## src/rtl/bsg_chip_pkg.sv

```systemverilog
// Chip-level FSB configuration: ring width and node ids.
// Values used when instantiating test nodes.
package bsg_chip_pkg;
  localparam int ring_width_gp = 16;
  localparam int master_id_gp  = 0;
  localparam int client_id_gp  = 2;
endpackage

```

## src/rtl/bsg_fsb_pkg.sv

```systemverilog
// FSB ring shared constants: dest-id field geometry.
// The dest id sits at the top of every ring packet.
package bsg_fsb_pkg;
  localparam int fsb_id_width_gp  = 4;
  // Distance of the id field's msb below the packet msb.
  localparam int fsb_id_offset_gp = 0;

  function automatic int fsb_id_msb(input int ring_width);
    return ring_width - 1 - fsb_id_offset_gp;
  endfunction
endpackage

```

## src/rtl/bsg_fifo_1r1w_small.sv

```systemverilog
// Small 1r1w FIFO, valid-ready in, valid-yumi out.
// Ports: clk_i, reset_i, v_i/ready_o/data_i, v_o/data_o/yumi_i.
module bsg_fifo_1r1w_small #(
  parameter int width_p = 8,
  parameter int els_p   = 4
) (
  input  logic               clk_i,
  input  logic               reset_i,
  input  logic               v_i,
  output logic               ready_o,
  input  logic [width_p-1:0] data_i,
  output logic               v_o,
  output logic [width_p-1:0] data_o,
  input  logic               yumi_i
);
  localparam int PW = (els_p > 1) ? $clog2(els_p) : 1;
  localparam int CW = $clog2(els_p + 1);

  logic [width_p-1:0] r_mem [els_p];
  logic [PW-1:0]      r_wptr;
  logic [PW-1:0]      r_rptr;
  logic [CW-1:0]      r_cnt;
  logic               w_enq;
  logic               w_deq;

  // No enqueue bypass when full, even with a dequeue.
  assign ready_o = (r_cnt != CW'(els_p));
  assign v_o     = (r_cnt != '0);
  assign data_o  = r_mem[r_rptr];
  assign w_enq   = v_i & ready_o;
  assign w_deq   = yumi_i & v_o;

  function automatic logic [PW-1:0] inc(
    input logic [PW-1:0] p
  );
    return (p == PW'(els_p - 1)) ? '0 : p + 1'b1;
  endfunction

  always_ff @(posedge clk_i) begin
    if (w_enq) r_mem[r_wptr] <= data_i;
  end

  always_ff @(posedge clk_i) begin
    if (reset_i) begin
      r_wptr <= '0;
      r_rptr <= '0;
      r_cnt  <= '0;
    end else begin
      if (w_enq) r_wptr <= inc(r_wptr);
      if (w_deq) r_rptr <= inc(r_rptr);
      unique case ({w_enq, w_deq})
        2'b10:   r_cnt <= r_cnt + 1'b1;
        2'b01:   r_cnt <= r_cnt - 1'b1;
        default: r_cnt <= r_cnt;
      endcase
    end
  end
endmodule

```

## src/rtl/bsg_test_node_client_loopback.sv

```systemverilog
// FSB client test node: returns packets addressed to it to the master.
// Ports: clk_i/reset_i, en_i, v_i/data_i/ready_o in, v_o/data_o/yumi_i out, pkt_count_o, error_o.
module bsg_test_node_client_loopback
  import bsg_fsb_pkg::*;
#(
  parameter int ring_width_p = bsg_chip_pkg::ring_width_gp,
  parameter int master_id_p  = bsg_chip_pkg::master_id_gp,
  parameter int client_id_p  = bsg_chip_pkg::client_id_gp,
  parameter int els_p        = 4
) (
  input  logic                    clk_i,
  input  logic                    reset_i,
  input  logic                    en_i,
  input  logic                    v_i,
  input  logic [ring_width_p-1:0] data_i,
  output logic                    ready_o,
  output logic                    v_o,
  output logic [ring_width_p-1:0] data_o,
  input  logic                    yumi_i,
  output logic [31:0]             pkt_count_o,
  output logic                    error_o
);
  localparam int MSB = fsb_id_msb(ring_width_p);
  localparam int IW  = fsb_id_width_gp;

  logic                    w_fifo_ready;
  logic                    w_fifo_v;
  logic                    w_accept;
  logic                    w_match;
  logic                    w_enq;
  logic                    w_deq;
  logic [ring_width_p-1:0] w_rewr;
  logic [31:0]             r_pkt_count;
  logic                    r_error;

  assign ready_o  = ~reset_i & w_fifo_ready;
  assign w_accept = v_i & ready_o;
  assign w_match  = (data_i[MSB -: IW] == IW'(client_id_p));
  assign w_enq    = w_accept & w_match;

  always_comb begin
    w_rewr           = data_i;
    w_rewr[MSB -: IW] = IW'(master_id_p);
  end

  // Reset is folded in so stale entries never show in a reset cycle.
  assign v_o   = en_i & w_fifo_v & ~reset_i;
  assign w_deq = yumi_i & v_o;

  bsg_fifo_1r1w_small #(
    .width_p(ring_width_p),
    .els_p  (els_p)
  ) u_fifo (
    .clk_i  (clk_i),
    .reset_i(reset_i),
    .v_i    (w_enq),
    .ready_o(w_fifo_ready),
    .data_i (w_rewr),
    .v_o    (w_fifo_v),
    .data_o (data_o),
    .yumi_i (w_deq)
  );

  always_ff @(posedge clk_i) begin
    if (reset_i) begin
      r_pkt_count <= '0;
      r_error     <= 1'b0;
    end else begin
      if (w_deq && r_pkt_count != 32'hFFFF_FFFF)
        r_pkt_count <= r_pkt_count + 32'd1;
      if (w_accept && !w_match)
        r_error <= 1'b1;
    end
  end

  assign pkt_count_o = reset_i ? 32'd0 : r_pkt_count;
  assign error_o     = r_error & ~reset_i;
endmodule

```

## config.mk

```make
export PLATFORM = sky130hd
export DESIGN_NAME = bsg_test_node_client_loopback
export DESIGN_NICKNAME = d
export VERILOG_FILES = /design/src/rtl/bsg_chip_pkg.sv /design/src/rtl/bsg_fsb_pkg.sv /design/src/rtl/bsg_fifo_1r1w_small.sv /design/src/rtl/bsg_test_node_client_loopback.sv
export SDC_FILE = /design/constraint.sdc
export NUM_CORES = 1
export LEC_CHECK = 0
export CORE_UTILIZATION = 37
export DETAILED_ROUTE_END_ITERATION = 7
export PLACE_DENSITY_LB_ADDON = 0.15
export SYNTH_ARGS = -nofsm -noshare
export SYNTH_HDL_FRONTEND = slang
export SYNTH_SLANG_ARGS = --single-unit
```

## constraint.sdc

```tcl
create_clock -name clk_i -period 2.2 [get_ports clk_i]
set_input_delay 0.33 -clock clk_i [delete_from_list [all_inputs] [get_ports clk_i]]
set_output_delay 0.33 -clock clk_i [all_outputs]
set_load 0.005 [all_outputs]
```

==> results of run 1 <==
layer usage:
layer  track usage [%]  part of all wire [%]  up-vias
met3              2.80                   3.1        8
met4              5.28                   1.0        0
met2              27.0                    51       52
met1              19.0                    45     1427
met5                 0                     0        -
li1                  -                     -     1506
cells in the mapped netlist, drive strengths merged (10+ instances only):
| cell type | instances |
|---|---|
| edfxtp | 48 |
| dfxtp | 42 |
| nor2 | 31 |
| nor2b | 28 |
| a21oi | 16 |
| nand2 | 15 |
| mux2 | 13 |
| o21ai | 13 |
| or3 | 13 |
| inv | 12 |
| mux4 | 12 |
| nand3 | 12 |
| clkbuf | 11 |
| nand4 | 10 |
area by class of cell:
class / instances / area [um^2]
clock buffers: 9 / 124
multi-input cells: 232 / 1720
fillers: 945 / 5240
clock inverters: 7 / 68.8
repair buffers: 118 / 1130
well taps: 140 / 175
inverters: 12 / 45.0
flip-flops and latches: 90 / 2300
power groups by stage:
| stage | Combinational, mW | Sequential, mW | Clock, mW |
|---|---|---|---|
| after global routing | 0.109 | 1.77 | 1.19 |
| after floorplan | 0.0382 | 1.81 | 0 |
| after CTS | 0.0977 | 1.77 | 1.12 |
| final | 0.0983 | 1.77 | 1.09 |
| after global placement | 0.0955 | 1.81 | 0 |
| after detailed placement | 0.0970 | 1.81 | 0 |
sequential cells by signal (all words and copies together), names as in the netlist, named ones only:
| register | cells |
|---|---|
| u_fifo.r_cnt | 3 |
| u_fifo.r_mem | 48 |
| u_fifo.r_wptr | 2 |
| u_fifo.r_rptr | 2 |
| r_pkt_count | 32 |
| r_error | 1 |
through the flow:
step / setup TNS (ns) / std cells / hold WS, ns / cell area, um^2
global placement: -1.08 / 586 / 0.494 / 5270
finish: 0 / 608 / 0.325 / 5560
floorplan: 0 / 352 / 0.429 / 4120
CTS: 0 / 602 / 0.320 / 5460
global route: 0 / 608 / 0.339 / 5560
detailed placement: -1.97 / 586 / 0.512 / 5270
worst max-delay path by stage:
stage	start	endpoint	slack [ns]
2_1_floorplan	r_pkt_count[25]	r_pkt_count[0]	0.001
3_3_place_gp	en_i	r_pkt_count[16]	-0.13
3_5_place_dp	data_i[12]	u_fifo.r_cnt[2]	-0.22
4_1_cts	flip-flop	data_o[1]	0.005
5_1_grt	r_pkt_count[13]	r_pkt_count[13]	0.01
6_report	r_pkt_count[13]	r_pkt_count[0]	0.06
cells by family after synthesis:
kind of cell,Yosys count
other,1
AOI/OAI and AO/OA,41
and+or+nand+nor,146
buffers and inverters,30
DFF,90
xor gates and xnor gates,4
muxes,29
adders and majority gates,8
critical path, stage by stage (launching register included):
cell     delay, ns
dfxtp_2       0.35
nand3_2       0.09
or4_4         0.53
or4_4         0.61
and2_4        0.19
mux2_4        0.29
repair_timing:
item	4_1_cts	5_1_grt
resized for setup	1	19
buffers inserted	0	6
setup endpoints to repair	8	25
pin swaps	0	3
==> impl_metrics.py, run 1 <==
metrics = {
    "place": {
        "place.gp.congestion": 0.760,
        "pre_cts_ws_ns": -0.219,
        "port_buffers": 67,
        "dp_hpwl_mm": 5.91,
    },
    "power_and_ir_drop": {
        "power_frac_comb_pct": 3.3,
        "total_power_mw": 2.96,
        "p_leak_nw": 1.95,
        "p_per_area_mw_per_mm2": 532,
        "netSwitchingFraction_pct": 23.4,
        "p_sw_uw": 691,
        "power_frac_seq_pct": 59.9,
        "ir_drop_mv": 0.406,
        "power.internal_mw": 2.26,
        "pwr-share-clk_pct": 36.8,
    },
    "yosys": {
        "synth_xor_area_share_pct": 0.855,
        "synthFlopType": "edfxtp_1",
        "seq_area_frac_synth_pct": 55.7,
        "syn_inst": 349,
        "synth_edf_count": 48,
        "synth_area_leaders": "edfxtp_1 (35%), dfxtp_1 (21%), mux4_2 (6.6%)",
        "ys_seq_elements": 90,
        "synth_area_mm2": 0.00410,
        "avgSynthCellArea_um2": 11.7,
        "yosys.area_share.simple_pct": 19.8,
        "synth_cell_types": 46,
        "ys_warn_count": 0,
        "ys_async_sr_fraction_pct": 0,
        "yosys.area.top_type": "edfxtp_1",
        "synth_top_cell_area_share_pct": 35.2,
        "synth_compound_area_share_pct": 6.29,
        "synth_top_family_by_area": "simple AND/OR/NAND/NOR gates",
        "muxShareOfSynthArea_pct": 11.3,
        "synth_adder_area_share_pct": 2.63,
    },
    "cts": {
        "path_clk_slew_ns": 0.10,
        "hold_buffers": 0,
        "clock_tree.root_cell": "clkbuf_8",
        "clk_latency_ns": 0.35,
        "cts_buffers": 9,
        "htreeDepth": 3,
        "clock_sinks": 90,
        "cts_tree": "built",
        "cts_buffer_depth": 2,
    },
    "timing": {
        "grt_setup_unrepaired": "false",
        "setup_slack_ns": 0.0571,
        "final_hold_viol_count": 0,
        "slew_headroom_pct": 60.3,
        "finalMaxSlewViolations": 0,
        "period_needed_ns": 2.14,
        "final-setup-viol-count": 0,
        "fin_worst_skew_ns": 0.0106,
        "fmax_ghz": 0.467,
        "finalCritPeriodShare_pct": 97.4,
        "tightest_slew_ns": 0.596,
    },
    "outcome": {
        "outcome": "completed",
    },
    "global_route": {
        "track_usage_pct": 15.4,
        "grt_pass1_wl_mm": 13.7,
        "antenna_found_initial": 0,
        "grt_pass1_vias": 2877,
        "grt_overflow": 0,
        "grt_max_degree": 60,
    },
    "run": {
        "cap_violations": 0,
    },
    "critical_path": {
        "cp-start-kind": "flip-flop",
        "r2r_cells": 5,
        "arrival_ns": 2.40,
        "crit_path_end_kind": "flip-flop",
        "crit_fanout": 7,
        "crit_required_ns": 2.45,
        "r2r_end": "r_pkt_count[0]",
        "critPathKind": "reg2reg",
        "r2r-start": "r_pkt_count[13]",
        "reg2reg_slack_ns": 0.06,
    },
    "floorplanning": {
        "dieWidth_um": 107,
        "rows": 38,
        "die_h_um": 107,
        "initial_core_util_pct": 38.0,
        "io_pins": 72,
        "coreArea_mm2": 0.0108,
        "die_area_mm2": 0.0115,
    },
    "worst_hold_path": {
        "worstHoldStart": "reset_i",
        "hold_path_depth": 4,
        "hp-class": "in2reg",
        "hold-path-endpoint": "r_error",
    },
    "final_layout": {
        "final_common_cell": "clkdlybuf4s50_1",
        "layout_common_cells": "clkdlybuf4s50_1 (59), edfxtp_1 (48), buf_4 (46), nor2_1 (31), dfxtp_1 (31)",
        "drive_gt1_share_pct": 25.4,
        "fin_util_pct": 51.5,
        "nets": 492,
        "syn_to_final_growth_pct": 35.6,
        "diodes": 0,
    },
    "drt": {
        "avgRoutedWirePerCell_um": 14.0,
        "first_pass_iters": 4,
        "antenna_left": 0,
        "drc_errors": 0,
        "wirelength_mm": 8.50,
        "vias_per_cell": 4.92,
        "drtIter0Drc": 77,
        "vias": 2993,
    },
}
(Power assumes the default switching activity.)
==> run 2, diff against run 1 <==
Settings changed: SKIP_LAST_GASP from default to 1.
==> run 2 against run 1 <==
Net effect:
- clock-buffer cell count unchanged
- global-route usage unchanged
- register-to-register slack about the same
- die area unchanged
- final cell count decreased by 0.82%
- utilization decreased by 0.10 points
- clock power about the same
- sequential power about the same
- cell area decreased by 0.20%
- worst setup slack got worse by 0.0026 ns
- sequential cell count unchanged
- maximum frequency decreased by 0.12%
==> impl_metrics.py, run 2 (same netlist as run 1, synthesis figures left out) <==
metrics = {
    "outcome": {
        "outcome": "completed",
    },
    "final_layout": {
        "nets": 487,
        "nFillCells": 938,
        "layout_common_cells": "clkdlybuf4s50_1 (54), edfxtp_1 (48), buf_4 (40), nor2_1 (31), dfxtp_1 (31)",
        "syn_to_final_growth_pct": 35.4,
        "diodes": 0,
        "reg_top3": "u_fifo.r_mem (48), r_pkt_count (32), u_fifo.r_cnt (3)",
        "drive_gt1_share_pct": 24.6,
        "final_common_cell": "clkdlybuf4s50_1",
        "largest_reg_flops": 48,
        "fin_util_pct": 51.4,
        "multi_input_area_mm2": 0.00171,
        "regMostFlops": "u_fifo.r_mem",
        "seq_area_mm2": 0.00230,
        "finalNonFillerCells": 603,
    },
    "timing": {
        "grt_setup_unrepaired": "true",
        "slew_headroom_pct": 60.4,
        "final-setup-viol-count": 0,
        "tns_ns": 0,
        "whs_ns": 0.320,
        "tightest_slew_ns": 0.595,
        "finalMaxSlewViolations": 0,
        "period_needed_ns": 2.15,
        "final_hold_viol_count": 0,
        "fmax_ghz": 0.466,
        "finalCritPeriodShare_pct": 97.5,
        "fin_worst_skew_ns": 0.0109,
    },
    "drt": {
        "vias": 2999,
        "drtIter0Drc": 80,
        "drc_errors": 0,
        "vias_per_cell": 4.97,
        "avgRoutedWirePerCell_um": 14.3,
        "first_pass_iters": 4,
        "antenna_left": 0,
        "wirelength_mm": 8.60,
    },
    "critical_path": {
        "crit_required_ns": 2.46,
        "r2r-start": "r_pkt_count[13]",
        "cp-start-kind": "flip-flop",
        "arrival_ns": 2.40,
        "crit_path_end_kind": "flip-flop",
        "crit_start": "r_pkt_count[13]",
        "crit_fanout": 7,
        "critPathKind": "reg2reg",
    },
    "cts": {
        "hold_buffers": 0,
        "cts_buffers": 9,
        "clk_latency_ns": 0.36,
        "cts_buffer_depth": 2,
        "clock_sinks": 90,
        "path_clk_slew_ns": 0.10,
        "htreeDepth": 3,
        "clock_tree.root_cell": "clkbuf_8",
        "cts_setup_buffers": 0,
        "cts_tree": "built",
    },
    "power_and_ir_drop": {
        "ir_drop_mv": 0.406,
        "p_leak_nw": 1.96,
        "total_power_mw": 2.96,
        "p_per_area_mw_per_mm2": 533,
    },
    "global_route": {
        "antenna_found_initial": 0,
        "grt_max_degree": 60,
        "grt_overflow": 0,
        "grt_pass1_vias": 2877,
        "grt_pass1_wl_mm": 13.7,
        "track_usage_pct": 15.4,
    },
    "floorplanning": {
        "initial_core_util_pct": 38.0,
        "io_pins": 72,
        "die_h_um": 107,
        "die_area_mm2": 0.0115,
        "coreArea_mm2": 0.0108,
        "dieWidth_um": 107,
        "rows": 38,
    },
    "run": {
        "cap_violations": 0,
    },
    "place": {
        "place_inst": 586,
        "dp_hpwl_mm": 5.91,
        "place.gp.congestion": 0.760,
        "port_buffers": 67,
    },
    "worst_hold_path": {
        "worstHoldStart": "reset_i",
        "hp-class": "in2reg",
    },
}
[run 2: path summary, 6_finish.rpt]
path | end | slack [ns] | depth (start not counted)
max | r_pkt_count[0] | 0.05 | 5
min | r_error | 0.32 | 4
max reg2reg | r_pkt_count[0] | 0.05 | 5
min reg2reg | r_pkt_count[23] | 0.52 | 2
[run 2: where the power goes]
part / total (mW) / internal (mW) / leakage, nW / switching, mW
Combinational: 0.0976 / 0.0520 / 1.08 / 0.0456
Clock: 1.09 / 0.444 / 0.0997 / 0.648
Sequential: 1.77 / 1.77 / 0.776 / 0.00155
Total: 2.96 / 2.26 / 1.96 / 0.696
[run 2: layout make-up]
cell class / count / share of cell area, %
flip-flops and latches: 90 / 41.4
multi-input cells: 232 / 30.9
repair buffers: 113 / 20.2
well taps: 140 / 3.16
clock buffers: 9 / 2.23
clock inverters: 7 / 1.24
inverters: 12 / 0.812
[run 2: layer usage]
layer	up-vias	wire length, um	global-route usage [%]	part of all wire (%)
li1	1498	-	-	-
met1	1438	3890	19.0	45
met2	51	4320	27.0	50
met3	12	272	2.80	3.2
met4	0	120	5.28	1.4
met5	-	0	0	0
[run 2: stage by stage]
| step | worst slack [ns] | instance area (um^2) |
|---|---|---|
| floorplan | 0.00135 | 4120 |
| finish | 0.0545 | 5550 |
| CTS | -0.0231 | 5460 |
| detailed placement | -0.219 | 5270 |
| global route | -0.0165 | 5550 |
| global placement | -0.132 | 5270 |
[run 2: worst max-delay path: stages (launching register included)]
cell	delay, ns
dfxtp_2	0.35
nand3_2	0.09
or4_4	0.53
or4_4	0.61
and2_4	0.19
mux2_4	0.29
[run 2: timing repair]
action / in CTS / in global routing
cloned: 0 / 1
pin swaps: 0 / 3
setup endpoints to repair: 8 / 26
endpoints found under the hold margin: 0 / 0
gates resized for setup: 0 / 25
